[config.mk]
export PLATFORM = sky130hd
export DESIGN_NAME = camera_frame_capture
export DESIGN_NICKNAME = d
export VERILOG_FILES = /design/src/rtl/camera_frame_capture.sv
export SDC_FILE = /design/constraint.sdc
export NUM_CORES = 1
export LEC_CHECK = 0
export ABC_AREA = 0
export CAP_MARGIN = 30
export CORE_MARGIN = 2
export CORE_UTILIZATION = 48
export CTS_CLUSTER_SIZE = 8
export DETAILED_ROUTE_END_ITERATION = 16
export GPL_TIMING_DRIVEN = 0
export PLACE_DENSITY = 0.75
export SLEW_MARGIN = 20
export SYNTH_ARGS = -nofsm -noshare
export SYNTH_HDL_FRONTEND = slang
export SYNTH_SLANG_ARGS = --single-unit
[constraint.sdc]
create_clock -name CLK -period 2.25 [get_ports CLK]
set_input_delay 0.45 -clock CLK [delete_from_list [all_inputs] [get_ports CLK]]
set_output_delay 0.45 -clock CLK [all_outputs]
set_load 0.05 [all_outputs]
[src/rtl/camera_frame_capture.sv]
// camera_frame_capture: OV7670 write-side front end.
// Registers the camera bus, pairs RGB565 bytes into RGB332 pixels and
// issues clipped X/Y writes into the frame buffer, one per stored pixel.
module camera_frame_capture #(
    parameter int   WIDTH     = 176,
    parameter int   HEIGHT    = 144,
    parameter logic VSYNC_POL = 1'b1
) (
    input  logic        CLK,
    input  logic        RESET,
    input  logic        ENABLE,
    input  logic        CAM_VSYNC,
    input  logic        CAM_HREF,
    input  logic [7:0]  CAM_DATA,
    output logic [7:0]  PIXEL_OUT,
    output logic [14:0] X_ADDR,
    output logic [14:0] Y_ADDR,
    output logic        W_EN,
    output logic        FRAME_DONE,
    output logic        CAPTURING
);

    typedef enum logic [1:0] {
        WAIT_FRAME = 2'd0,
        SYNC       = 2'd1,
        ARMED      = 2'd2
    } state_t;

    localparam logic [14:0] WIDTH_C  = 15'(WIDTH);
    localparam logic [14:0] HEIGHT_C = 15'(HEIGHT);

    state_t      state_q, state_d;
    logic        vsync_q, vsync_d;
    logic        href_q, href_d;
    logic        href_prev_q, href_prev_d;
    logic [7:0]  data_q, data_d;
    logic        phase_q, phase_d;
    logic [5:0]  hi_q, hi_d;
    logic        line_lo_q, line_lo_d;
    logic [14:0] col_q, col_d;
    logic [14:0] row_q, row_d;
    logic [7:0]  pixel_q, pixel_d;
    logic [14:0] x_q, x_d;
    logic [14:0] y_q, y_d;
    logic        w_en_q, w_en_d;
    logic        frame_done_q, frame_done_d;

    logic vsync_active;
    logic href_fall;

    assign vsync_active = (vsync_q == VSYNC_POL);
    assign href_fall    = href_prev_q & ~href_q;

    // Next-state, byte pairing, clipping and write strobe generation
    always_comb begin
        vsync_d      = CAM_VSYNC;
        href_d       = CAM_HREF;
        data_d       = CAM_DATA;
        href_prev_d  = href_q;
        state_d      = state_q;
        phase_d      = phase_q;
        hi_d         = hi_q;
        line_lo_d    = line_lo_q;
        col_d        = col_q;
        row_d        = row_q;
        pixel_d      = pixel_q;
        x_d          = x_q;
        y_d          = y_q;
        w_en_d       = 1'b0;
        frame_done_d = 1'b0;

        case (state_q)
            WAIT_FRAME: begin
                if (vsync_active) begin
                    state_d   = SYNC;
                    col_d     = '0;
                    row_d     = '0;
                    phase_d   = 1'b0;
                    line_lo_d = 1'b0;
                end
            end
            SYNC: begin
                if (!vsync_active) begin
                    state_d = ENABLE ? ARMED : WAIT_FRAME;
                end
            end
            ARMED: begin
                if (vsync_active) begin
                    frame_done_d = (row_q != '0);
                    state_d      = SYNC;
                    col_d        = '0;
                    row_d        = '0;
                    phase_d      = 1'b0;
                    line_lo_d    = 1'b0;
                end else if (href_q) begin
                    if (!phase_q) begin
                        hi_d    = {data_q[7:5], data_q[2:0]};
                        phase_d = 1'b1;
                    end else begin
                        phase_d   = 1'b0;
                        line_lo_d = 1'b1;
                        if ((col_q < WIDTH_C) && (row_q < HEIGHT_C)) begin
                            w_en_d  = 1'b1;
                            pixel_d = {hi_q, data_q[4:3]};
                            x_d     = col_q;
                            y_d     = row_q;
                        end
                        if (col_q < WIDTH_C) begin
                            col_d = col_q + 15'd1;
                        end
                    end
                end else if (href_fall) begin
                    col_d     = '0;
                    phase_d   = 1'b0;
                    line_lo_d = 1'b0;
                    if (line_lo_q && (row_q < HEIGHT_C)) begin
                        row_d = row_q + 15'd1;
                    end
                end
            end
            default: begin
                state_d = WAIT_FRAME;
            end
        endcase
    end

    // State, input sampling and output registers
    always_ff @(posedge CLK or negedge RESET) begin
        if (!RESET) begin
            state_q      <= WAIT_FRAME;
            vsync_q      <= 1'b0;
            href_q       <= 1'b0;
            href_prev_q  <= 1'b0;
            data_q       <= '0;
            phase_q      <= 1'b0;
            hi_q         <= '0;
            line_lo_q    <= 1'b0;
            col_q        <= '0;
            row_q        <= '0;
            pixel_q      <= '0;
            x_q          <= '0;
            y_q          <= '0;
            w_en_q       <= 1'b0;
            frame_done_q <= 1'b0;
        end else begin
            state_q      <= state_d;
            vsync_q      <= vsync_d;
            href_q       <= href_d;
            href_prev_q  <= href_prev_d;
            data_q       <= data_d;
            phase_q      <= phase_d;
            hi_q         <= hi_d;
            line_lo_q    <= line_lo_d;
            col_q        <= col_d;
            row_q        <= row_d;
            pixel_q      <= pixel_d;
            x_q          <= x_d;
            y_q          <= y_d;
            w_en_q       <= w_en_d;
            frame_done_q <= frame_done_d;
        end
    end

    assign PIXEL_OUT  = pixel_q;
    assign X_ADDR     = x_q;
    assign Y_ADDR     = y_q;
    assign W_EN       = w_en_q;
    assign FRAME_DONE = frame_done_q;
    assign CAPTURING  = (state_q == ARMED);

endmodule

==> metrics <==
most common flop cell mapped by yosys dfrtp_1; Via density 5.05; net count after synthesis 279; WHS approximately 130 ps; Initial Util 0.502; failing checks setup timing; Post-synth EDFFs 0; Mapped Avg Cell Area 13.2 um2; Clock Tree Root clkbuf_8; Finished Cell Area 4510 um2; clk buf depth 2; max-slew violations 0; DIE WIDTH between 80 and 90 um; Sw Ratio 0.245; Synth Register Bits 91; Worst R2R Setup Slack -50 ps; Final Core Density 0.653; CP max-delay cell or4_4; CP bufs+invs 2; slowest stage delay, CP 540 ps; area grow syn2layout 30.1%; initial antenna violation count 0; routed len/inst 15.2 um; P_leak roughly 0.0021 uW; Max Freq approximately 440 MHz; final setup violation count 24; cells along the critical path or4_4, a211oi_4, nand4_1, nor2_4, buf_6, buf_8, mux2_1; Post-Syn Area 3470 um2; Mapped Cells 263; Synth warnings 0; Sink Count 91; ys async rst share 1.00; PortBufs 53; Antenna Nets Post-Route 0; Reg-to-Reg Start col_q[11]; Congestion Overflow GR 0; CTS tree done; worst ir drop on vdd 0.000390 V; worst slew pin tran 669 ps; Final Hold Fails 0; die area 7920 um2; run status complete, but fails checks; Power Density 678 nW/um2; sequential power share 0.567; vias in the first global route around 2300; Worst Path Required 2490 ps; Clk pin slew, worst setup/hold paths approximately 90 ps; proportion of power drawn by combinational gates 0.074; Clock Skew 9.25 ps; Worst Setup Start Kind flip-flop; P_int ~2300 uW; # IOs 54; overall power 3060 uW; crit-path leading delay family simple AND/OR/NAND/NOR gates; DR iter-0 viols 121; Num CTS Buffers 9; post-DP HPWL ~4300 um; CP Data Arrival Time between 2000 and 3000 ps; worst setup margin -48.8 ps; routed vias roughly 2200; largest net degree at the start of global routing 52; RSZ-0062 raised after global routing yes; core area ~7000 um2; Max-Cap Viols 0; sequential share of the synthesized area 0.656; Crit Path Category reg -> reg; fin cells about 440; FP Rows 30; DR pass1 iterations 4; Relative slew margins 0.552; Post-route DRC 0; CTS H-tree depth 3; Post-Route WL 6660 um; ratio of cells with drive above 1 in the final layout 0.196; Worst R2R End PIXEL_OUT[7]; Reg2Reg Depth 7; Min Clock Period, post-route about 2300 ps; Crit. End Element flip-flop; Total Nets Final 353; Critical Path Fanout Max 7; global-route wire length before repair between 10000 and 15000 um; Post-DP Area ~4100 um2; Switch Pwr approximately 750 uW; gpl congestion approximately 0.76; library cells used by synthesis just over 40; Die Y just under 90 um; worst skew pair latency 350 ps; GRT Total Usage 0.181; Ant. Diodes 0; Placed Cells between 400 and 500; Tightest Hold Check Type in -> async; Final Cycle Share 1.02; clock network power share 0.359
## kinds of logic (layout without fill, tap and decap cells)
group | Yosys count | after routing | share of synthesized area
mux | 32 | 32 | 0.103
fa+ha+maj | 3 | 3 | 0.0108
flops | 91 | 91 | 0.656
compound gates | 30 | 30 | 0.0559
simple gates | 88 | 88 | 0.142
xor+xnor | 5 | 5 | 0.0126
buf+inv | 14 | 93 | 0.0188
## Yosys cell counts, types with 2 or more instances
library cell | count | area [um2]
nor4_1 | 5 | 31.3
nor2b_1 | 15 | 93.8
and2_1 | 15 | 93.8
a21oi_1 | 6 | 30.0
mux2_1 | 5 | 56.3
nand2b_1 | 2 | 12.5
xnor2_1 | 5 | 43.8
nand3_1 | 7 | 35.0
nor3_1 | 3 | 15.0
nand2_1 | 13 | 48.8
o211ai_1 | 3 | 22.5
mux2_2 | 25 | 282
nor2_1 | 11 | 41.3
dfrtp_1 | 91 | 2280
clkbuf_1 | 4 | 15.0
inv_1 | 7 | 26.3
nand4_1 | 3 | 18.8
mux2i_1 | 2 | 20.0
or2_2 | 2 | 12.5
o21ai_0 | 12 | 60.1
or3_1 | 5 | 31.3
ha_1 | 3 | 37.5
## worst max-delay path by stage
stage,start,end,slack [ps],cells after the start
global placement,RESET,data_q[6],-2520,1
detailed placement,col_q[11],Y_ADDR[0],-180,7
global route,col_q[11],PIXEL_OUT[7],-110,7
floorplan,col_q[11],Y_ADDR[0],90,7
CTS,col_q[11],Y_ADDR[7],0.1,7
finish,col_q[11],PIXEL_OUT[7],-50,7
## flip-flops by register name, indices dropped and copies added (netlist names)
register / count
FRAME_DONE: 1
PIXEL_OUT: 8
W_EN: 1
X_ADDR: 15
Y_ADDR: 15
col_q: 15
data_q: 8
hi_q: 6
href_prev_d: 1
href_prev_q: 1
line_lo_q: 1
phase_q: 1
row_q: 15
state_q: 2
vsync_active: 1
## stage by stage
step                      TNS (ps)  setup WS, ps
after global placement     -229950         -2520
after floorplan                  0          87.6
after detailed placement     -1940          -178
after CTS                        0         0.140
final                         -589         -48.8
after global routing         -2240          -111
## power by group through the flow
stage | Clock [uW] | Sequential, uW | Combinational (uW)
3_3_place_gp | 0 | 1760 | 215
2_1_floorplan | 0 | 1800 | 80.0
5_1_grt | 1200 | 1740 | 249
6_report | 1100 | 1740 | 225
3_5_place_dp | 0 | 1770 | 224
4_1_cts | 1120 | 1740 | 225
## placed cells by master, fill, tap and decap left out, types with 2 or more instances in the layout
cell / Yosys / routed
dfrtp_1: 91 / 91
clkdlybuf4s50_1: 0 / 51
mux2_2: 25 / 16
and2_1: 15 / 15
nor2b_1: 15 / 15
nand2_1: 13 / 13
mux2_4: 0 / 12
o21ai_0: 12 / 12
nor2_1: 11 / 9
buf_4: 1 / 9
clkbuf_8: 0 / 9
inv_1: 7 / 7
nand3_1: 7 / 7
a21oi_1: 6 / 6
nor4_1: 5 / 5
or3_1: 5 / 5
xnor2_1: 5 / 5
nor3_1: 3 / 3
nand4_1: 3 / 3
o211ai_1: 3 / 3
ha_1: 3 / 3
nand2b_1: 2 / 2
clkbuf_1: 4 / 2
buf_6: 1 / 2
mux2i_1: 2 / 2
mux2_1: 5 / 2
or2_2: 2 / 2
clkinvlp_4: 0 / 2
clkinv_4: 0 / 2
buf_12: 0 / 2
## layout make-up
type                    count  area, um2
clock buffers               9        124
multi-input cells         158       1190
plain buffers               6       52.6
clock inverters             7       76.3
flip-flops and latches     91       2280
well taps                  96        120
fillers                   530       2390
inverters                   7       26.3
repair buffers             64        649
## timing repair
| action | 4_1_cts | 5_1_grt |
|---|---|---|
| pin swaps | 3 | 3 |
| setup buffers | 6 | 2 |
| resized for setup | 6 | 19 |
| endpoints found under the hold margin | 0 | 0 |
| cloned | 0 | 2 |
| hold buffers | 0 | 0 |
| setup endpoints to repair | 25 | 46 |
## per-layer routing
layer,track usage,up-vias,share of wire
met3,0.0508,11,0.052
met5,0,-,0
met4,0.0665,0,0.016
met1,0.258,1092,0.46
met2,0.267,55,0.47
li1,-,1054,-
## worst register-to-register path: cells and delay by family, from the launching register on
kind	cells	cell delay, ps
buffers and inverters	2	290
muxes	1	320
DFF	1	390
AOI/OAI and AO/OA	1	200
and+or+nand+nor	3	1000
(Power assumes the default switching activity.)
